`src/rtl/nr_root_streamer.sv`:
```
// nr_root_streamer
//
// Sits behind the Newton-Raphson solver. Every time the solver's done flag
// rises, the root triplet (xn, yn, zn) is captured into a small FIFO of
// result sets. Stored sets are then streamed out one at a time as 4-word
// packets over a valid/ready interface:
//    word 0 : header {SYNC[7:0], seq[7:0], drop[15:0]}
//    word 1 : x
//    word 2 : y
//    word 3 : z   (m_last = 1)
// The FIFO lets the solver run ahead of a slow sink (UART, DMA, logger).
// When the FIFO is full a new set is dropped. The drop is counted in the
// header and also raises the sticky overflow flag.
//
// Parameters
//    dw     width of roots and stream words (Q8.24 passes through untouched)
//    DEPTH  number of result sets held (power of 2, >= 2)
//    SYNC   header sync byte
//
// Ports
//    clk         system clock, rising edge
//    rst         asynchronous reset, active low
//    rootsFound  solver done flag (level, may stay high for many cycles)
//    xn, yn, zn  root triplet, valid while rootsFound is high
//    m_data      stream word (registered)
//    m_valid     stream word valid
//    m_ready     sink ready
//    m_last      high on the z word of each packet
//    count       number of sets currently stored
//    overflow    sticky, set once any set has been dropped since reset

module nr_root_streamer #(
   parameter int          dw    = 32,
   parameter int          DEPTH = 4,
   parameter logic [7:0]  SYNC  = 8'hA5
) (
   input  logic                       clk,
   input  logic                       rst,
   input  logic                       rootsFound,
   input  logic [dw-1:0]              xn,
   input  logic [dw-1:0]              yn,
   input  logic [dw-1:0]              zn,
   output logic [dw-1:0]              m_data,
   output logic                       m_valid,
   input  logic                       m_ready,
   output logic                       m_last,
   output logic [$clog2(DEPTH+1)-1:0] count,
   output logic                       overflow
);

   localparam int AW = $clog2(DEPTH);
   localparam int CW = $clog2(DEPTH+1);

   typedef enum logic [2:0] {
      IDLE,
      HDR,
      WX,
      WY,
      WZ
   } state_t;

   state_t          state;
   state_t          next_state;

   logic [dw-1:0]   mem_x [DEPTH];
   logic [dw-1:0]   mem_y [DEPTH];
   logic [dw-1:0]   mem_z [DEPTH];

   logic [AW-1:0]   wr_ptr;
   logic [AW-1:0]   rd_ptr;
   logic [CW-1:0]   count_next;
   logic [7:0]      seq;
   logic [15:0]     drop_cnt;
   logic            rf_d;

   logic            rise;
   logic            is_full;
   logic            push;
   logic            drop_ev;
   logic            handshake;
   logic            pop;
   logic [dw-1:0]   next_data;

   // Capture decisions. The full test uses the registered count, so a set
   // that arrives in the same cycle as a pop from a full FIFO is still
   // dropped.
   always_comb begin
      rise      = rootsFound & ~rf_d;
      is_full   = (count == CW'(DEPTH));
      push      = rise & ~is_full;
      drop_ev   = rise & is_full;
      handshake = m_valid & m_ready;
      pop       = (state == WZ) & handshake;
   end

   // Occupancy after this edge. The WZ exit decision uses it, so a set
   // pushed in the same cycle as the final pop still starts the next
   // packet with no idle gap.
   always_comb begin
      count_next = count;
      if (push && !pop) begin
         count_next = count + CW'(1);
      end else if (pop && !push) begin
         count_next = count - CW'(1);
      end
   end

   // Edge detector, pointers, occupancy, packet sequence number and the
   // saturating drop counter. All of these clear on reset, so a packet cut
   // off by reset is simply lost.
   always_ff @(posedge clk or negedge rst) begin
      if (!rst) begin
         rf_d     <= 1'b0;
         wr_ptr   <= '0;
         rd_ptr   <= '0;
         count    <= '0;
         seq      <= '0;
         drop_cnt <= '0;
         overflow <= 1'b0;
      end else begin
         rf_d  <= rootsFound;
         count <= count_next;
         if (push) begin
            wr_ptr <= wr_ptr + AW'(1);
         end
         if (pop) begin
            rd_ptr <= rd_ptr + AW'(1);
            seq    <= seq + 8'd1;
         end
         if (drop_ev) begin
            overflow <= 1'b1;
            if (drop_cnt != 16'hFFFF) begin
               drop_cnt <= drop_cnt + 16'd1;
            end
         end
      end
   end

   // Result-set storage. Its contents are meaningless until they are
   // written, so it needs no reset.
   always_ff @(posedge clk) begin
      if (push) begin
         mem_x[wr_ptr] <= xn;
         mem_y[wr_ptr] <= yn;
         mem_z[wr_ptr] <= zn;
      end
   end

   // Packet sequencer. next_data is the word that will be on m_data after
   // the edge. It only changes when the state advances, so the output
   // stays still while the sink stalls. The header takes seq and drop as
   // they are when HDR is entered. Coming out of WZ, the sequence number
   // is the post-increment value.
   always_comb begin
      next_state = state;
      next_data  = m_data;
      case (state)
         IDLE: begin
            if (count != '0) begin
               next_state = HDR;
               next_data  = dw'({SYNC, seq, drop_cnt});
            end
         end
         HDR: begin
            if (handshake) begin
               next_state = WX;
               next_data  = mem_x[rd_ptr];
            end
         end
         WX: begin
            if (handshake) begin
               next_state = WY;
               next_data  = mem_y[rd_ptr];
            end
         end
         WY: begin
            if (handshake) begin
               next_state = WZ;
               next_data  = mem_z[rd_ptr];
            end
         end
         WZ: begin
            if (handshake) begin
               if (count_next != '0) begin
                  next_state = HDR;
                  next_data  = dw'({SYNC, seq + 8'd1, drop_cnt});
               end else begin
                  next_state = IDLE;
                  next_data  = '0;
               end
            end
         end
         default: begin
            next_state = IDLE;
            next_data  = '0;
         end
      endcase
   end

   // State and registered stream outputs. m_valid and m_last come from the
   // next state, so they line up with the word loaded into m_data.
   always_ff @(posedge clk or negedge rst) begin
      if (!rst) begin
         state   <= IDLE;
         m_data  <= '0;
         m_valid <= 1'b0;
         m_last  <= 1'b0;
      end else begin
         state   <= next_state;
         m_data  <= next_data;
         m_valid <= (next_state != IDLE);
         m_last  <= (next_state == WZ);
      end
   end

endmodule

```
`config.mk`:
```
export PLATFORM = sky130hd
export DESIGN_NAME = nr_root_streamer
export DESIGN_NICKNAME = d
export VERILOG_FILES = /design/src/rtl/nr_root_streamer.sv
export SDC_FILE = /design/constraint.sdc
export NUM_CORES = 1
export LEC_CHECK = 0
export ABC_CLOCK_PERIOD_IN_PS = 6020
export CORE_MARGIN = 2
export CORE_UTILIZATION = 37
export CTS_CLUSTER_DIAMETER = 30
export DETAILED_ROUTE_END_ITERATION = 10
export SETUP_SLACK_MARGIN = 0.4
export SYNTH_ARGS = -nofsm -noshare
export SYNTH_HDL_FRONTEND = slang
export SYNTH_SLANG_ARGS = --single-unit
export TNS_END_PERCENT = 50
```
`constraint.sdc`:
```
create_clock -name clk -period 6.02 [get_ports clk]
set_input_delay 1.204 -clock clk [delete_from_list [all_inputs] [get_ports clk]]
set_output_delay 1.204 -clock clk [all_outputs]
set_load 0.03 [all_outputs]
```
==> qor.log, run 1 <==
INFO  clocking       cts_tree=yes
INFO  synth          netlist_top_cells_area=sky130_fd_sc_hd__edfxtp_1, sky130_fd_sc_hd__mux4_2, sky130_fd_sc_hd__dfrtp_1
INFO  routing        met1_length=18.1mm
INFO  grt            vias_in_the_first_global_route=9976
INFO  power_and_ir_drop vdd_ir_drop_max=0.221mV
INFO  hold_path      hold_path_startpoint=drop_cnt[9]$_DFFE_PN0P_
INFO  sta            maxSlewHeadroom=0.192
INFO  routing        num_vias=9549
INFO  hold_path      hold_depth=1
INFO  worst_setup_path worstPathRequired=6270ps
INFO  synth          synthSimpleGateAreaFrac=0.0353
INFO  grt            grt_remaining_overflow=0
INFO  synth          synth-main-ff-cell=sky130_fd_sc_hd__edfxtp_1
INFO  synth          cells_after_synthesis=936
INFO  finish         area_growth_syn_to_layout=28.9%
INFO  synth          yosys.area_share.xor_xnor=0.0171
INFO  placed_design  gp_congestion=0.752
INFO  synth          area_share_of_the_leading_cell_type_in_the_synthesized_netlist=0.645
INFO  clocking       total_number_of_clock_tree_sinks=454
INFO  synth          async_reset_ff_frac=0.154
INFO  clocking       clock_insertion_delay_worst_skew=600ps
INFO  synth          yosys.area_share.adder=0.00742
INFO  grt            grt_start_max_net_pins=76
INFO  sta            timing_hold_violations_final=0
INFO  synth          synth_area=17900squm
INFO  routing        dr_wl_met3=2.21mm
INFO  placed_design  port_buffers=137
INFO  worst_setup_path critical_path.reg2reg.endpoint=m_data[8]$_DFFE_PN0P_
INFO  clocking       quantity_of_hold_fixing_buffers_added_after_cts=0
INFO  synth          yosys.cell_count.top_type=sky130_fd_sc_hd__edfxtp_1
INFO  routing        drt_iter0_markers=740
INFO  synth          synthesis.area_per_instance=19.1squm
INFO  finish         drive_above_1_share=0.230
INFO  die            initial_core_utilization=0.375
INFO  sta            fin_worst_skew=23.4ps
INFO  routing        totalWireLength=40.6mm
INFO  power_and_ir_drop clkPwrFrac=0.417
INFO  routing        detailed_route_drc_error_count=0
INFO  outcome        status=finished clean
INFO  routing        via_per_inst=5.26
INFO  sta            totalNegativeSetupSlack=0ps
INFO  placed_design  hpwl=24.0mm
INFO  routing        drt-pass1-iter-count=5
INFO  clocking       htreeDepth=3
INFO  die            floorplan.core_area=47700squm
INFO  sta            period_minus_slack=3410ps
INFO  die            placementRows=80
INFO  power_and_ir_drop power_frac_comb=0.219
INFO  die            dieWidth=224um
INFO  synth          ys_seq_elements=454
INFO  finish         postLayoutCellArea=23000squm
INFO  job            cap_viol_max_count=0
INFO  clocking       cts-root-buf=sky130_fd_sc_hd__clkbuf_16
INFO  clocking       post_cts_clock_slew_at_the_launch_and_capture_registers_of_the_worst_setup_and_hold_paths=40ps
INFO  worst_setup_path rrSetupSlack=2830ps
INFO  clocking       postCtsSetupRepairBufs=0
INFO  finish         fillCellCount=3872
INFO  synth          synthDominantAreaCellType=sky130_fd_sc_hd__edfxtp_1
INFO  routing        postRouteAntennaNets=0
INFO  synth          ys_seq_area_frac=0.743
INFO  power_and_ir_drop switching_power=3.46mW
INFO  synth          synth.yosys.warnings=0
INFO  routing        top_routing_layer_in_use=met4
INFO  placed_design  detailed_place.area=20000squm
INFO  synth          synth_cell_type_count=53
INFO  sta            period_share=0.566
INFO  worst_setup_path criticalPathCategory=in2reg
INFO  die            fp.dieArea=50100squm
INFO  sta            setup_repair_after_global_routing_missed_its_margin=no
INFO  finish         finalNetCount=1232
INFO  grt            antenna_violations_before_repair=1
INFO  grt            grt_use_total=0.165
INFO  routing        met2_length=19.6mm
INFO  die            num_ports=138
INFO  clocking       clock_path_buffers=3
INFO  sta            timing.final.setup_violations=0
INFO  clocking       cts_repair_resize_count=0
INFO  synth          yosys-top-cells-count=sky130_fd_sc_hd__edfxtp_1, sky130_fd_sc_hd__mux4_2, sky130_fd_sc_hd__dfrtp_1
INFO  worst_setup_path arrival_worst_endpoint=3660ps
INFO  worst_setup_path start_kind=primary input
INFO  synth          synthesis.nets=1045
INFO  clocking       cts_buf_count=89
INFO  worst_setup_path r2r.worst_path.cells=5
INFO  grt            wire_length_of_the_first_global_routing_pass=61.7mm
INFO  synth          post_synth_edffs=384
INFO  sta            final_max_slew_viol_count=0
INFO  finish         area.sequential=13300squm
INFO  power_and_ir_drop switching_share=0.292
INFO  hold_path      min_path_type=reg2reg
INFO  synth          combinational_family_with_the_most_area_after_synthesis=multiplexers
INFO  worst_setup_path critical_path_end_type=register
INFO  sta            tightest_slew=1210ps
INFO  power_and_ir_drop power_leakage=7.76nW
INFO  worst_setup_path cp_max_fo=55
INFO  sta            timing.fmax=294MHz
INFO  finish         multiInputGateArea=4380squm
INFO  routing        avgRoutedWirePerCell=22.4um
INFO  synth          muxShareOfSynthArea=0.119
INFO  die            die_height=224um
INFO  hold_path      worst_hold_path.endpoint=drop_cnt[9]$_DFFE_PN0P_
INFO  worst_setup_path crit-reg2reg-launch=rd_ptr[1]$_DFFE_PN0P_
INFO  power_and_ir_drop internal_power=8.41mW
INFO  synth          synth-compound-area-share=0.0630
INFO  power_and_ir_drop seqPwrFrac=0.364
INFO  power_and_ir_drop power.density_cell_area=515nW/um^2
[metal layers]
metal	track usage	vias up
li1	-	4244
met2	0.263	273
met4	0.0555	0
met3	0.0375	46
met5	0	-
met1	0.225	4986
[cells in the final DEF, fill, tap and decap left out, types with 10 or more instances in the layout]
cell / count
sky130_fd_sc_hd__a221o_1: 24
sky130_fd_sc_hd__clkbuf_16: 90
sky130_fd_sc_hd__dfrtp_1: 68
sky130_fd_sc_hd__clkinvlp_4: 14
sky130_fd_sc_hd__clkdlybuf4s50_1: 136
sky130_fd_sc_hd__nand2_1: 49
sky130_fd_sc_hd__nor2_1: 12
sky130_fd_sc_hd__a22oi_1: 52
sky130_fd_sc_hd__bufinv_16: 13
sky130_fd_sc_hd__nand3_1: 10
sky130_fd_sc_hd__a21oi_1: 32
sky130_fd_sc_hd__o21ai_0: 12
sky130_fd_sc_hd__clkinv_2: 12
sky130_fd_sc_hd__xnor2_1: 26
sky130_fd_sc_hd__mux2_2: 10
sky130_fd_sc_hd__mux4_2: 88
sky130_fd_sc_hd__edfxtp_1: 384
sky130_fd_sc_hd__clkbuf_1: 10
[cell type report]
cell class | instances | share of cell area
flip-flops and latches | 454 | 0.577
multi-input cells | 424 | 0.190
inverters | 8 | 0.00130
repair buffers | 146 | 0.0650
clock buffers | 103 | 0.101
clock inverters | 63 | 0.0325
well taps | 615 | 0.0334
diodes | 1 | 0.000109
[registers in the layout, indices dropped and copies added, names as in the netlist, 2 cells and up]
| register | cells |
|---|---|
| wr_ptr | 2 |
| mem_x | 128 |
| rd_ptr | 2 |
| state | 3 |
| mem_y | 128 |
| mem_z | 128 |
| m_data | 32 |
| seq | 8 |
| drop_cnt | 16 |
| count | 3 |
[metrics by stage]
| step | std cells | total power [mW] | hold WS (ps) | setup slack (ps) | utilization |
|---|---|---|---|---|---|
| final | 1814 | 11.9 | 535 | 2610 | 0.483 |
| after global routing | 1813 | 12.4 | 548 | 2480 | 0.483 |
| after CTS | 1813 | 12.0 | 532 | 2660 | 0.483 |
| after detailed placement | 1647 | 7.04 | 523 | 2060 | 0.418 |
| after global placement | 1647 | 7.00 | 511 | 2110 | 0.418 |
| after floorplan | 936 | 6.08 | 481 | 1700 | - |
[worst max-delay path by stage]
stage / from / slack (ps) / to
after floorplan: rootsFound / 1700 / mem_x[0][0]$_DFFE_PP_
after global placement: rootsFound / 2110 / mem_x[0][27]$_DFFE_PP_
after detailed placement: m_ready / 2060 / m_data[2]$_DFFE_PN0P_
after CTS: rootsFound / 2660 / mem_x[0][24]$_DFFE_PP_
after global routing: rootsFound / 2480 / mem_x[0][24]$_DFFE_PP_
final: rootsFound / 2610 / mem_x[0][24]$_DFFE_PP_
[cells by family after synthesis]
kind of cell / after synthesis
AOI/OAI and AO/OA: 152
xor gates and xnor gates: 35
adders and majority gates: 11
buffers and inverters: 58
DFF: 454
muxes: 102
and+or+nand+nor: 124
[critical path, cell delays in order]
cell	delay (ps)
sky130_fd_sc_hd__clkdlybuf4s50_1	500
sky130_fd_sc_hd__nor2b_1	570
sky130_fd_sc_hd__and3_4	950
sky130_fd_sc_hd__buf_12	360
[power by group through the flow]
stage / Clock, mW / Sequential (mW) / Combinational (mW)
2_1_floorplan: 0 / 4.22 / 1.86
3_3_place_gp: 0 / 4.38 / 2.63
3_5_place_dp: 0 / 4.39 / 2.65
4_1_cts: 5.03 / 4.34 / 2.66
5_1_grt: 5.19 / 4.38 / 2.82
6_report: 4.95 / 4.32 / 2.60
Power figures use the tool's default switching activity.
==> run 2, diff against run 1 <==
ABC_CLOCK_PERIOD_IN_PS = 3010   (was 6020)
clock period = 3.01 ns   (was 6.02 ns; I/O delays follow)
==> qor.log, run 2 (synthesis gave the netlist of run 1 again) <==
INFO  routing        num_vias=9642
INFO  routing        postRouteAntennaNets=0
INFO  sta            tightest_slew=792ps
INFO  die            fp.dieArea=50100squm
INFO  clocking       cts_buf_count=90
INFO  finish         commonest_non_fill_non_tap_cell_in_the_layout=sky130_fd_sc_hd__edfxtp_1
INFO  placed_design  hpwl=24.7mm
INFO  sta            timing.fmax=404MHz
INFO  outcome        status=finished clean
INFO  sta            fin_worst_skew=20.6ps
INFO  finish         insertedDiodeCount=0
INFO  worst_setup_path cp_max_fo=10
INFO  sta            timing_hold_violations_final=0
INFO  die            num_ports=138
INFO  placed_design  detailed_place.area=20300squm
INFO  grt            grt_use_total=0.166
INFO  placed_design  dp_slack=530ps
INFO  sta            setup_repair_after_global_routing_missed_its_margin=no
INFO  placed_design  port_buffers=137
INFO  worst_setup_path start_kind=register
INFO  die            dieWidth=224um
INFO  worst_setup_path rrSetupSlack=590ps
INFO  die            placementRows=80
INFO  sta            final_max_slew_viol_count=0
INFO  routing        avgRoutedWirePerCell=22.2um
INFO  clocking       cts-root-buf=sky130_fd_sc_hd__clkbuf_16
INFO  sta            setup_slack=538ps
INFO  grt            antenna_violations_before_repair=3
INFO  clocking       htreeDepth=3
INFO  hold_path      min_path_type=in2async
INFO  finish         drive_above_1_share=0.248
INFO  routing        drt_iter0_markers=735
INFO  finish         area_growth_syn_to_layout=31.5%
INFO  placed_design  gp_congestion=0.782
INFO  finish         layout_common_cells=sky130_fd_sc_hd__edfxtp_1, sky130_fd_sc_hd__clkdlybuf4s50_1, sky130_fd_sc_hd__clkbuf_16
INFO  routing        drt-pass1-iter-count=5
INFO  sta            period_minus_slack=2470ps
INFO  placed_design  dp_cells=1674
INFO  clocking       cts_tree=yes
INFO  finish         finalNetCount=1260
INFO  finish         finish.utilization=0.493
INFO  sta            timing.final.setup_violations=0
INFO  worst_setup_path arrival_worst_endpoint=1870ps
INFO  sta            period_share=0.821
INFO  clocking       postCtsSetupRepairBufs=0
INFO  die            floorplan.core_area=47700squm
INFO  grt            grt_start_max_net_pins=60
INFO  clocking       clock_insertion_delay_worst_skew=600ps
INFO  finish         fillCellCount=3836
INFO  power_and_ir_drop vdd_ir_drop_max=0.558mV
INFO  power_and_ir_drop power_after_layout=24.6mW
INFO  worst_setup_path cp_delay_by_family_top=buffers and inverters
INFO  routing        detailed_route_drc_error_count=0
INFO  clocking       quantity_of_hold_fixing_buffers_added_after_cts=0
INFO  routing        via_per_inst=5.23
INFO  finish         finalNonFillerCells=1843
INFO  finish         postLayoutCellArea=23500squm
INFO  power_and_ir_drop power_leakage=8.05nW
INFO  worst_setup_path critical_path_end_type=output port
INFO  worst_setup_path worstPathRequired=2410ps
INFO  sta            maxSlewHeadroom=0.472
INFO  worst_setup_path critical_path.reg2reg.endpoint=m_data[9]$_DFFE_PN0P_
INFO  power_and_ir_drop power.density_cell_area=1050nW/um^2
INFO  clocking       cts_repair_resize_count=0
INFO  finish         largest_registers=mem_x (128), mem_y (128), mem_z (128)
INFO  die            initial_core_utilization=0.375
INFO  grt            vias_in_the_first_global_route=10200
INFO  worst_setup_path path_depth=1
INFO  worst_setup_path r2r.worst_path.cells=8
INFO  clocking       total_number_of_clock_tree_sinks=454
INFO  job            cap_viol_max_count=0
INFO  routing        totalWireLength=40.9mm
INFO  grt            wire_length_of_the_first_global_routing_pass=62.0mm
INFO  worst_setup_path path_cells=clkdlybuf4s50_1
INFO  worst_setup_path criticalPathCategory=reg2out
INFO  clocking       post_cts_clock_slew_at_the_launch_and_capture_registers_of_the_worst_setup_and_hold_paths=50ps
INFO  clocking       clock_path_buffers=3
INFO  sta            totalNegativeSetupSlack=0ps
INFO  worst_setup_path worst_path_largest_cell_delay=740ps
INFO  grt            grt_remaining_overflow=0
INFO  sta            fin_hold_ws=71.5ps
INFO  worst_setup_path crit-reg2reg-launch=count[0]$_DFF_PN0_
INFO  worst_setup_path total_buffers_and_inverters_traversed_by_the_critical_path=1
INFO  worst_setup_path critical_path.slowest_cell=sky130_fd_sc_hd__clkdlybuf4s50_1
INFO  die            die_height=224um
==> run 2: cell type report <==
type	instances	area [sq um]	share of cell area
inverter	8	30.0	0.00128
sequential	454	13300	0.565
timing repair buffer	173	1800	0.0766
clock inverter	64	823	0.0350
tap	615	769	0.0327
clock buffer	105	2430	0.104
multi-input combinational	424	4370	0.186
==> run 2: how the worst max path moves through the flow <==
stage / startpoint / endpoint
2_1_floorplan: count[0]$_DFF_PN0_ / mem_x[0][0]$_DFFE_PP_
3_3_place_gp: rootsFound / drop_cnt[8]$_DFFE_PN0P_
3_5_place_dp: m_ready / m_data[19]$_DFFE_PN0P_
4_1_cts: count[2]$_DFF_PN0_ / count[2]
5_1_grt: count[0]$_DFF_PN0_ / drop_cnt[12]$_DFFE_PN0P_
6_report: count[2]$_DFF_PN0_ / count[2]
==> run 2: power by group <==
part	switching, mW	leakage [nW]	total [mW]	internal [mW]
logic	3.17	2.07	5.79	2.61
clock network	3.20	1.59	10.5	7.31
registers	0.575	4.39	8.29	7.71
total	6.95	8.05	24.6	17.6
==> run 2: metal layers <==
| metal | global-route usage | wire length, um | part of all wire | vias up |
|---|---|---|---|---|
| met5 | 0 | 11 | 0.00027 | - |
| met4 | 0.0587 | 764 | 0.019 | 2 |
| met3 | 0.0376 | 2090 | 0.051 | 60 |
| met2 | 0.261 | 19500 | 0.48 | 264 |
| met1 | 0.227 | 18500 | 0.45 | 5011 |
| li1 | - | - | - | 4305 |
